--- config.mk ---
export PLATFORM = sky130hd
export DESIGN_NAME = dct_block_sequencer
export DESIGN_NICKNAME = d
export VERILOG_FILES = /design/src/rtl/dct_block_sequencer_pkg.sv /design/src/rtl/dct_block_sequencer_zigzag_lut.sv /design/src/rtl/dct_block_sequencer.sv
export SDC_FILE = /design/constraint.sdc
export NUM_CORES = 1
export LEC_CHECK = 0
export ABC_AREA = 1
export BUFFER_PORTS_ARGS = -buffer_cell sky130_fd_sc_hd__buf_2
export CAP_MARGIN = 5
export CORE_UTILIZATION = 64
export CTS_BUF_LIST = sky130_fd_sc_hd__clkbuf_16
export DETAILED_ROUTE_END_ITERATION = 16
export PLACE_DENSITY = 0.88
export SLEW_MARGIN = 20
export SYNTH_ARGS = -nofsm -noshare
export SYNTH_HDL_FRONTEND = slang
export SYNTH_SLANG_ARGS = --single-unit
--- constraint.sdc ---
create_clock -name clk -period 5.3 [get_ports clk]
set_input_delay 0.53 -clock clk [delete_from_list [all_inputs] [get_ports clk]]
set_output_delay 0.53 -clock clk [all_outputs]
set_load 0.01 [all_outputs]
--- src/rtl/dct_block_sequencer_pkg.sv ---
// Shared types and constants for the 8x8 coefficient block sequencer.
package dct_seq_pkg;

    typedef enum logic [1:0] {
        IDLE = 2'd0,
        RUN  = 2'd1,
        DONE = 2'd2
    } seq_state_t;

    localparam int COEF_PER_BLK = 64;
    localparam int COEF_IDX_W   = 6;

    localparam logic ORDER_RASTER = 1'b0;
    localparam logic ORDER_ZIGZAG = 1'b1;

    // Index of the final coefficient of a block.
    localparam logic [COEF_IDX_W-1:0] LAST_COEF_IDX = 6'(COEF_PER_BLK - 1);

endpackage

--- src/rtl/dct_block_sequencer_zigzag_lut.sv ---
// Constant JPEG zigzag table: scan index -> (row u, column v).
module zigzag_lut
    import dct_seq_pkg::*;
(
    input  logic [COEF_IDX_W-1:0] idx_i,
    output logic [2:0]            u_o,
    output logic [2:0]            v_o
);

    logic [5:0] uv_s;  // octal digit pair {u, v}

    // Table lookup; each entry is written as octal 'uv'.
    always_comb begin
        uv_s = 6'o00;
        case (idx_i)
            6'd0:  uv_s = 6'o00;  6'd1:  uv_s = 6'o01;  6'd2:  uv_s = 6'o10;  6'd3:  uv_s = 6'o20;
            6'd4:  uv_s = 6'o11;  6'd5:  uv_s = 6'o02;  6'd6:  uv_s = 6'o03;  6'd7:  uv_s = 6'o12;
            6'd8:  uv_s = 6'o21;  6'd9:  uv_s = 6'o30;  6'd10: uv_s = 6'o40;  6'd11: uv_s = 6'o31;
            6'd12: uv_s = 6'o22;  6'd13: uv_s = 6'o13;  6'd14: uv_s = 6'o04;  6'd15: uv_s = 6'o05;
            6'd16: uv_s = 6'o14;  6'd17: uv_s = 6'o23;  6'd18: uv_s = 6'o32;  6'd19: uv_s = 6'o41;
            6'd20: uv_s = 6'o50;  6'd21: uv_s = 6'o60;  6'd22: uv_s = 6'o51;  6'd23: uv_s = 6'o42;
            6'd24: uv_s = 6'o33;  6'd25: uv_s = 6'o24;  6'd26: uv_s = 6'o15;  6'd27: uv_s = 6'o06;
            6'd28: uv_s = 6'o07;  6'd29: uv_s = 6'o16;  6'd30: uv_s = 6'o25;  6'd31: uv_s = 6'o34;
            6'd32: uv_s = 6'o43;  6'd33: uv_s = 6'o52;  6'd34: uv_s = 6'o61;  6'd35: uv_s = 6'o70;
            6'd36: uv_s = 6'o71;  6'd37: uv_s = 6'o62;  6'd38: uv_s = 6'o53;  6'd39: uv_s = 6'o44;
            6'd40: uv_s = 6'o35;  6'd41: uv_s = 6'o26;  6'd42: uv_s = 6'o17;  6'd43: uv_s = 6'o27;
            6'd44: uv_s = 6'o36;  6'd45: uv_s = 6'o45;  6'd46: uv_s = 6'o54;  6'd47: uv_s = 6'o63;
            6'd48: uv_s = 6'o72;  6'd49: uv_s = 6'o73;  6'd50: uv_s = 6'o64;  6'd51: uv_s = 6'o55;
            6'd52: uv_s = 6'o46;  6'd53: uv_s = 6'o37;  6'd54: uv_s = 6'o47;  6'd55: uv_s = 6'o56;
            6'd56: uv_s = 6'o65;  6'd57: uv_s = 6'o74;  6'd58: uv_s = 6'o75;  6'd59: uv_s = 6'o66;
            6'd60: uv_s = 6'o57;  6'd61: uv_s = 6'o67;  6'd62: uv_s = 6'o76;  6'd63: uv_s = 6'o77;
            default: uv_s = 6'o00;
        endcase
    end

    assign u_o = uv_s[5:3];
    assign v_o = uv_s[2:0];

endmodule

--- src/rtl/dct_block_sequencer.sv ---
// Frame scheduler: emits 64 (u,v) coordinates per block, raster or zigzag,
// under a valid/ready handshake, with last-coef/last-block flags and a
// one-cycle frame completion pulse.
module dct_block_sequencer
    import dct_seq_pkg::*;
#(
    parameter int BLK_CNT_W = 16
) (
    input  logic                 clk,
    input  logic                 rst,
    input  logic                 start_valid,
    output logic                 start_ready,
    input  logic [BLK_CNT_W-1:0] num_blocks,
    input  logic                 zz_mode,
    output logic                 out_valid,
    input  logic                 out_ready,
    output logic [2:0]           out_u,
    output logic [2:0]           out_v,
    output logic                 out_last_coef,
    output logic                 out_last_blk,
    output logic                 busy,
    output logic                 frame_done
);

    seq_state_t            state_q;
    logic [COEF_IDX_W-1:0] idx_q;
    logic [BLK_CNT_W-1:0]  blk_q;
    logic [BLK_CNT_W-1:0]  tot_q;
    logic                  mode_q;

    logic                  beat_s;
    logic                  is_last_blk_s;
    logic [2:0]            zz_u_s;
    logic [2:0]            zz_v_s;

    // tot_q is only zero for empty jobs, which never enter RUN; the guard
    // keeps tot_q-1 from ever being evaluated as an all-ones wrap.
    assign is_last_blk_s = (tot_q != BLK_CNT_W'(0)) && (blk_q == tot_q - BLK_CNT_W'(1));
    assign beat_s        = out_valid & out_ready;

    // Control FSM with the coefficient/block counters and latched job fields.
    always_ff @(posedge clk) begin
        if (rst) begin
            state_q <= IDLE;
            idx_q   <= '0;
            blk_q   <= '0;
            tot_q   <= '0;
            mode_q  <= ORDER_RASTER;
        end else begin
            case (state_q)
                IDLE: begin
                    if (start_valid) begin
                        tot_q   <= num_blocks;
                        mode_q  <= zz_mode;
                        idx_q   <= '0;
                        blk_q   <= '0;
                        state_q <= (num_blocks == BLK_CNT_W'(0)) ? DONE : RUN;
                    end
                end
                RUN: begin
                    if (beat_s) begin
                        idx_q <= idx_q + 6'd1;
                        if (idx_q == LAST_COEF_IDX) begin
                            blk_q <= blk_q + BLK_CNT_W'(1);
                            if (is_last_blk_s) begin
                                state_q <= DONE;
                            end
                        end
                    end
                end
                DONE: begin
                    state_q <= IDLE;
                end
                default: begin
                    state_q <= IDLE;
                end
            endcase
        end
    end

    zigzag_lut u_zigzag_lut (
        .idx_i (idx_q),
        .u_o   (zz_u_s),
        .v_o   (zz_v_s)
    );

    // All outputs decode registered state only, so none depends on a
    // same-cycle handshake input.
    assign start_ready   = (state_q == IDLE);
    assign out_valid     = (state_q == RUN);
    assign busy          = (state_q != IDLE);
    assign frame_done    = (state_q == DONE);
    assign out_u         = (mode_q == ORDER_ZIGZAG) ? zz_u_s : idx_q[5:3];
    assign out_v         = (mode_q == ORDER_ZIGZAG) ? zz_v_s : idx_q[2:0];
    assign out_last_coef = (idx_q == LAST_COEF_IDX) & out_valid;
    assign out_last_blk  = is_last_blk_s & out_valid;

endmodule

Word level (Yosys, flattened, before mapping)
Memories as Yosys holds them, arrays and structs flattened. A register that Yosys moved wholly into a read port is not among the register bits.
Index checks and enable logic that the tools add are counted.
{"block": "classes", "addsub": 3, "eq_ne": 8, "n_mux": 17, "n_bitwise": 3, "reduce_logical": 10}
{"operator": "16-bit 2-to-1 mux", "count": 3}
{"operator": "16-bit case mux with 2 select lines", "count": 1}
{"operator": "6-bit 2-to-1 mux", "count": 4}
{"operator": "16-bit by 1-bit adder with 16-bit output (second input constant)", "count": 1}
{"operator": "16-bit equality test", "count": 1}
{"operator": "16-bit zero test", "count": 1}
{"operator": "16-bit nonzero test", "count": 1}
{"operator": "16-bit by 1-bit subtractor with 16-bit output (second input constant)", "count": 1}
{"operator": "6-bit case mux with 2 select lines", "count": 1}
{"operator": "2-bit 2-to-1 mux", "count": 5}
{"operator": "4-bit AND reduction", "count": 2}
{"operator": "6-bit by 1-bit adder with 6-bit output (second input constant)", "count": 1}
{"operator": "6-bit equality test (second input constant)", "count": 1}
{"operator": "3-bit 2-to-1 mux", "count": 2}
{"operator": "2-bit by 1-bit != test with 1-bit output (second input constant)", "count": 3}
{"operator": "2-bit case mux with 2 select lines", "count": 1}
{"operator": "2-bit nonzero test", "count": 2}
{"operator": "1-bit AND", "count": 3}
{"operator": "3-bit AND reduction", "count": 1}
{"operator": "2-bit by 1-bit equality test with 1-bit output (second input constant)", "count": 1}
{"operator": "2-bit equality test (second input constant)", "count": 1}
{"operator": "2-bit zero test", "count": 1}
{"operator": "2-bit != test (second input constant)", "count": 1}
{"operator": "2-bit AND reduction", "count": 1}
{"operator": "1-bit logical AND", "count": 1}
{"block": "totals", "regBits": 41, "romBits": 384, "inputBits": 21, "out_inout_bits": 12, "elab_cells": 47, "n_memories": 1}
{"name": "(name not given)", "depth": 64, "width": 6, "read_ports": 1, "rd_ports_with_merged_regs": 1, "wr": 0, "line_no": "dct_block_sequencer_zigzag_lut.sv:15", "source": "case (idx_i)"}

Logic depth before layout (Yosys ltp)
Gate-level depths: netlist of the first run.
{"block": "logic_depth", "ltp_word": 7, "mapped_depth": 16, "depth_no_buf": 16}

Cells and area by module
A second synthesis of the first run with hierarchy kept.
{"block": "hier_totals", "hier_cells": 580, "hier_area_um2": 3435.8}
{"mod": "dct_block_sequencer", "n_inst": 1, "cells_each": 422, "area_per_inst_um2": 2646.3, "seq_area_each_um2": 820.8}
{"mod": "zigzag_lut", "n_inst": 1, "cells_each": 158, "area_per_inst_um2": 789.5, "seq_area_each_um2": 0.0}

Worst setup path after synthesis of the first run
No wires, ideal clock.
{"block": "synth_timing", "path_kind": "reg-to-reg", "from": "register state_q[1]", "to": "register, netlist name u_zigzag_lut.uv_s[3]", "setup_time_ns": 0.113, "arrival_time_ns": 2.110, "t_required_ns": 5.187, "path_slack_ns": 3.077, "stages_incl_launch_ff": 15, "n_path_buf": 1, "synth_period_minus_slack_ns": 2.223, "cell_sequence": "dfxtp_1 -> nor2_4 -> nand2_4 -> buf_8 -> nand2_8 -> o22ai_1 -> nand2_1 -> inv_1 -> ha_1 -> nand2_1 -> nand2_1 -> nand2_1 -> nand3_1 -> nand3_1 -> nand2_1"}
{"block": "synth_between", "elab_cells_between_ends": 10, "cone_classes": "eq/ne (3); mux (3); bitwise (1); reduce/logical (3)"}
{"item": "start: declaration", "line_no": "dct_block_sequencer.sv:25", "source": "seq_state_t state_q;"}
{"item": "start signal: assignment", "line_no": "dct_block_sequencer.sv:57", "source": "state_q <= (num_blocks == BLK_CNT_W'(0)) ? DONE : RUN;"}
{"item": "2-bit zero test (*)"}
{"item": "via start_ready", "line_no": "dct_block_sequencer.sv:12", "source": "output logic start_ready,"}
{"item": "2-bit != test (no line) or 2-bit nonzero test (tied branches)"}
{"item": "3-bit AND reduction (no line)"}
{"item": "6-bit 2-to-1 mux (no line) (*) (2 in series)"}
Mark *: on every way through the listed nets, which the timed path passes. The rest lies on a longest branch.
A chain may end at the register's enable or synchronous reset.

Worst setup path in the final report of the first run
{"block": "layout_timing", "from": "register tot_q[0]", "to": "output port out_last_blk"}
{"block": "layout_between", "elab_chain_len": 4, "elab_cells_between_ends": 5, "cone_classes": "add/sub (1); eq/ne (1); bitwise (1); reduce/logical (2)"}
{"item": "start: declaration", "line_no": "dct_block_sequencer.sv:28", "source": "logic [BLK_CNT_W-1:0] tot_q;"}
{"item": "start signal: assignment", "line_no": "dct_block_sequencer.sv:53", "source": "tot_q <= num_blocks;"}
{"item": "16-bit by 1-bit subtractor with 16-bit output", "line_no": "dct_block_sequencer.sv:38", "source": "assign is_last_blk_s = (tot_q != BLK_CNT_W'(0)) && (blk_q == tot_q - BLK_CNT_W'(1));"}
{"item": "16-bit equality test", "line_no": "dct_block_sequencer.sv:38"}
{"item": "1-bit logical AND (*)", "line_no": "dct_block_sequencer.sv:38"}
{"item": "1-bit AND (*)", "line_no": "dct_block_sequencer.sv:96", "source": "assign out_last_blk = is_last_blk_s & out_valid;"}
{"item": "end: declaration", "line_no": "dct_block_sequencer.sv:20", "source": "output logic out_last_blk,"}
Every way passes the cells marked *; elsewhere a longest branch is shown, timed or not.

==> metrics.csv, run 1 <==
stage;metric;value;unit
clocking;numCtsBuffers;5;
logic_synthesis;async_flop_share;0;
logic_synthesis;netlist_area;3790;µm²
logic_synthesis;syn_area_per_cell;6.35;µm²
logic_synthesis;synthTopCellsByArea;dfxtp_1, nand2_1, nor2_1, nand3_1, inv_1;
route;vias;4050;
setup_path;cp.arrival;2.27;ns
clocking;post_cts_resized;0;
finish;drive_gt1_frac;0.118;
route;postRouteAntennaNets;0;
logic_synthesis;syn_nets;633;
power;p_int;710;µW
power;ir_drop;0.000202;V
power;pwr-share-comb;0.310;
logic_synthesis;yosysMostFrequentCell;nand2_1;
grt;grt_max_degree;30;
power;clkPwrFrac;0.329;
sta;rsz0062_at_grt;no;
route;drc;0;
sta;hold_viol;0;
clocking;worst_skew_pair.late_latency;0.29;ns
power;switching_share;0.365;
grt;track_usage;0.363;
setup_path;worst_setup_path_start_kind;flop;
die;fp.dieW;79.0;µm
route;drtPass1Iterations;5;
sta;slew_viol_final;0;
finish;final_util;0.730;
power;p_leak;1.92;nW
logic_synthesis;synth-edff-count;0;
sta;period_share;0.528;
logic_synthesis;ys_ff_latch;47;
finish;diodes;0;
grt;antenna_found_initial;0;
die;initial_core_util;0.676;
logic_synthesis;synth_top_family_by_area;simple AND/OR/NAND/NOR gates;
die;ios;33;
clocking;path_clk_slew;0.07;ns
clocking;cts_hold_buf;0;
place;routabilityCongestion;0.987;
sta;fin_skew;0.00298;ns
place;dp_hpwl;7940;µm
route;viasPerCell;5.86;
logic_synthesis;synth_compound_area_frac;0.118;
logic_synthesis;ys_seq_area_frac;0.248;
setup_path;cp_max_fo;6;
logic_synthesis;synthCells;597;
logic_synthesis;synth_fa_ha_area_frac;0.0495;
clocking;clk_path_buf_depth;2;
die;core_area;5610;µm²
min_path;hold_class;in2reg;
finish;syn_to_final_growth;8.05;%
setup_path;criticalPathCategory;reg2out;
sta;tightest_slew;0.527;ns
logic_synthesis;synthDistinctLibCells;41;
clocking;postCtsSetupBuffers;0;
logic_synthesis;synthXorXnorAreaFrac;0.0545;
logic_synthesis;yosysWarnings;0;
power;pwr_density_cell;273;nW/µm²
sta;fmax;357;MHz
die;die-area;6240;µm²
power;seqPwrFrac;0.361;
setup_path;critPathCaptureType;output pin;
place;io_buffers;32;
logic_synthesis;ys.flop_type;dfxtp_1;
clocking;htreeDepth;2;
power;switchingPower;408;µW
clocking;root_buffer;clkbuf_16;
power;p_total;1.12;mW
grt;grt_overflow;0;
route;drt-wirelength-per-cell;15.5;µm
sta;setup_tns;0;ns
clocking;clock_sink_count;47;
run_status;outcome;completed;
logic_synthesis;synth_mux_area_frac;0;
flow_run;maxCapViolations;0;
grt;grt_pass1_vias;3758;
route;wl;10700;µm
finish;nets;654;
clocking;cts_tree;yes;
logic_synthesis;synth_area_leader_cell;dfxtp_1;
setup_path;cp.required;4.77;ns
logic_synthesis;yosys.area.top_type_share;0.248;
sta;setup_viol;0;
die;die_h;79.0;µm
sta;maxSlewHeadroom;0.648;
sta;period_needed;2.80;ns
logic_synthesis;synth-simple-area-share;0.431;
grt;grt_pass1_wl;17700;µm
route;drt_iter0_markers;430;
die;rows;27;
logic_synthesis;synth_commonest_cells;nand2_1, nor2_1, inv_1;
==> stage by stage <==
| stage | hold slack [ns] | cell area (µm²) | std cells | worst slack (ns) |
|---|---|---|---|---|
| 6_report | 0.509 | 4100 | 691 | 2.50 |
| 5_1_grt | 0.536 | 4100 | 691 | 2.32 |
| 4_1_cts | 0.508 | 4100 | 691 | 2.56 |
| 3_5_place_dp | 0.520 | 3930 | 683 | 2.54 |
| 3_3_place_gp | 0.514 | 3930 | 683 | 2.63 |
| 2_1_floorplan | 0.464 | 3790 | 597 | 3.08 |
==> area by class of cell <==
| class | count | area (µm²) |
|---|---|---|
| fill | 483 | 1510 |
| inverter | 68 | 260 |
| multi-input combinational | 464 | 2480 |
| clock buffer | 5 | 125 |
| clock inverter | 3 | 43.8 |
| timing repair buffer | 32 | 160 |
| tap | 72 | 90.1 |
| sequential | 47 | 941 |
==> cell usage in the layout, fill, tap and decap left out, drive strengths merged <==
cell type,count
nand2,166
nor2,83
inv,67
nand3,54
dfxtp,47
o21ai,40
buf,32
a21oi,26
nor3,18
xor2,15
ha,15
nand4,14
o211ai,8
nand3b,6
xnor2,6
clkbuf,5
nor4,3
a31oi,3
clkinv,3
or2,2
o22ai,1
xnor3,1
a31o,1
a211oi,1
a21o,1
bufinv,1
==> per-layer routing <==
| layer | global-route usage | wire length (µm) | vias to the layer above |
|---|---|---|---|
| li1 | - | - | 1981 |
| met1 | 0.473 | 4820 | 1849 |
| met2 | 0.583 | 4790 | 184 |
| met3 | 0.0667 | 765 | 36 |
| met4 | 0.160 | 363 | 0 |
| met5 | 0 | 0 | - |
==> registers in the layout, indices dropped and copies added (netlist names) <==
name,cells
blk_q,16
idx_q,6
mode_q,1
state_q,2
tot_q,16
u_zigzag_lut.uv_s,6
==> power by group through the flow <==
stage | clock (mW) | combinational, mW | sequential [mW]
6_report | 0.368 | 0.347 | 0.403
5_1_grt | 0.383 | 0.387 | 0.405
4_1_cts | 0.369 | 0.340 | 0.402
3_5_place_dp | 0 | 0.335 | 0.410
3_3_place_gp | 0 | 0.331 | 0.409
2_1_floorplan | 0 | 0.273 | 0.399
==> worst max-delay path, stage by stage (launching register included) <==
cell and delay [ns]:
dfxtp_1 0.32, inv_1 0.13, ha_1 0.28, nand2_1 0.15
o21ai_0 0.36, nand2_1 0.09, nand2_1 0.10, nand2_1 0.07
nor3_1 0.13, nand4_1 0.13, nor2_1 0.10, buf_2 0.13
==> kinds of logic (layout without fill, tap and decap cells) <==
kind of cell,Yosys count,count (layout)
xor gates and xnor gates,22,22
AOI/OAI and AO/OA,81,81
DFF,47,47
buffers and inverters,86,108
adders and majority gates,15,15
and+or+nand+nor,346,346
==> final timing paths <==
| path | from | endpoint | slack [ns] | cells after the start |
|---|---|---|---|---|
| worst max-delay path | tot_q[0] | out_last_blk | 2.50 | 11 |
| worst min register to register | blk_q[15] | blk_q[15] | 0.54 | 2 |
| worst max register to register | state_q[1] | u_zigzag_lut.uv_s[3] | 2.60 | 13 |
| worst min-delay path | num_blocks[14] | tot_q[14] | 0.51 | 3 |
Note: power is estimated with default switching activity, not from simulation.
==> inputs of run 2 (changes only) <==
CORE_UTILIZATION = 61   (was 64)
PLACE_DENSITY = 0.84   (was 0.88)
clock period = 2.6 ns   (was 5.3 ns; I/O delays follow)
==> metrics.csv, run 2 (synthesis gave the netlist of run 1 again) <==
stage;metric;value;unit
run_status;outcome;completed;
finish;syn_to_final_growth;9.41;%
setup_path;cp-startpoint;tot_q[0];
finish;diodes;0;
grt;grt_max_degree;27;
sta;rsz0062_at_grt;no;
setup_path;r2r-start;state_q[0];
route;vias;4000;
clocking;path_clk_slew;0.07;ns
clocking;root_buffer;clkbuf_16;
route;wl;10500;µm
sta;setup_viol;0;
grt;grt_overflow;0;
setup_path;rrSetupSlack;0.26;ns
sta;tightest_slew;0.488;ns
setup_path;reg2reg_to;u_zigzag_lut.uv_s[3];
setup_path;critPathCaptureType;output pin;
sta;period_share;0.924;
sta;setup_tns;0;ns
setup_path;cp.required;2.34;ns
die;core_area;5960;µm²
setup_path;cp_num_buf_inv;2;
route;drt_iter0_markers;310;
clocking;numCtsBuffers;5;
route;drc;0;
grt;track_usage;0.339;
setup_path;criticalPathCategory;reg2out;
setup_path;cp_cell_sequence;inv_1 -> ha_1 -> nand2_1 -> nor2_1 -> nand2_1 -> nand3_1 -> nand2_1 -> nor3_1 -> nand4_1 -> nor2_1 -> buf_2;
min_path;hold_class;in2reg;
setup_path;cp.arrival;2.14;ns
sta;fin_skew;0.00401;ns
place;place_area;3980;µm²
setup_path;cp_max_fo;6;
clocking;clk_path_buf_depth;2;
clocking;htreeDepth;2;
sta;hold_viol;0;
sta;fmax;416;MHz
finish;design_area;4150;µm²
clocking;cts_tree;yes;
flow_run;maxCapViolations;0;
clocking;cts_hold_buf;0;
setup_path;worst_setup_path_start_kind;flop;
sta;period_needed;2.40;ns
setup_path;path_common_cell;nand2_1;
finish;top_regs;blk_q: 16 flops, tot_q: 16 flops;
setup_path;cp_top_family;simple AND/OR/NAND/NOR gates;
die;initial_core_util;0.637;
setup_path;slowest_delay;0.32;ns
setup_path;path_depth;11;
place;routabilityCongestion;0.969;
die;rows;28;
finish;num-fill-cells;535;
finish;final_common_cell;nand2_1;
power;pwr_density_cell;554;nW/µm²
route;drt-wirelength-per-cell;15.0;µm
grt;grt_pass1_wl;17000;µm
sta;slew_viol_final;0;
die;fp.dieW;80.8;µm
setup_path;timing.reg2reg.worst_path_depth;13;
power;p_leak;1.95;nW
finish;drive_gt1_frac;0.128;
die;die_h;80.8;µm
die;ios;33;
setup_path;cp_slowest_cell;dfxtp_1;
grt;grt_pass1_vias;3515;
route;drtPass1Iterations;5;
sta;maxSlewHeadroom;0.674;
grt;antenna_found_initial;0;
place;dp_hpwl;8140;µm
power;ir_drop;0.000377;V
place;io_buffers;32;
finish;nets;660;
clocking;worst_skew_pair.late_latency;0.29;ns
setup_path;crit_end;out_last_blk;
route;postRouteAntennaNets;0;
die;die-area;6530;µm²
finish;final_cell_mix;nand2_1, nor2_1, inv_1;
route;viasPerCell;5.71;
clocking;clock_sink_count;47;
-- run 2: cell types whose count changed in the layout (fill, tap and decap cells not counted), sizes merged --
cell  before  now
buf       32   38
-- run 2: per-layer routing --
metal / wire (µm) / vias up / GRT usage
li1: - / 1992 / -
met1: 5030 / 1835 / 0.486
met2: 4570 / 152 / 0.527
met3: 684 / 21 / 0.0371
met4: 231 / 0 / 0.107
met5: 0 / - / 0
-- run 2: per-stage QoR --
step | hold WS, ns | setup slack (ns) | util | cells | total power [mW]
after floorplan | 0.427 | 0.377 | - | 597 | 1.37
after global placement | 0.506 | 0.445 | 0.668 | 692 | 1.53
after detailed placement | 0.515 | 0.329 | 0.668 | 692 | 1.54
after CTS | 0.225 | 0.155 | 0.696 | 700 | 2.28
after global routing | 0.226 | 0.00922 | 0.696 | 700 | 2.42
final | 0.232 | 0.198 | 0.696 | 700 | 2.30
-- run 2: what timing repair did --
action | 4_1_cts | 5_1_grt
buffers inserted | 0 | 0
resized for setup | 0 | 2
endpoints found under the setup margin | 0 | 1
-- run 2: area by class of cell --
type / count / area [µm²] / area share
well taps: 75 / 93.8 / 0.0226
multi-input cells: 464 / 2480 / 0.598
clock buffers: 5 / 125 / 0.0302
repair buffers: 38 / 205 / 0.0495
flip-flops and latches: 47 / 941 / 0.227
clock inverters: 3 / 43.8 / 0.0106
inverters: 68 / 260 / 0.0627
-- run 2: power breakdown --
group / switching (mW) / total, mW / internal, mW / leakage (nW)
combinational: 0.479 / 0.723 / 0.244 / 1.48
sequential: 0.0587 / 0.823 / 0.764 / 0.384
clock: 0.298 / 0.753 / 0.454 / 0.0838
total: 0.836 / 2.30 / 1.46 / 1.95
-- run 2: tightest hold or removal path, stage by stage --
cell and delay (ns):
buf_2 0.07, o21ai_0 0.07, nor2_1 0.08
-- run 2: how the worst min path moves through the flow --
stage / endpoint / cells past startpoint / startpoint
finish: mode_q / 3 / zz_mode
global route: mode_q / 3 / zz_mode
CTS: mode_q / 3 / zz_mode
detailed placement: blk_q[2] / 1 / blk_q[2]
global placement: blk_q[2] / 1 / blk_q[2]
floorplan: mode_q / 2 / zz_mode
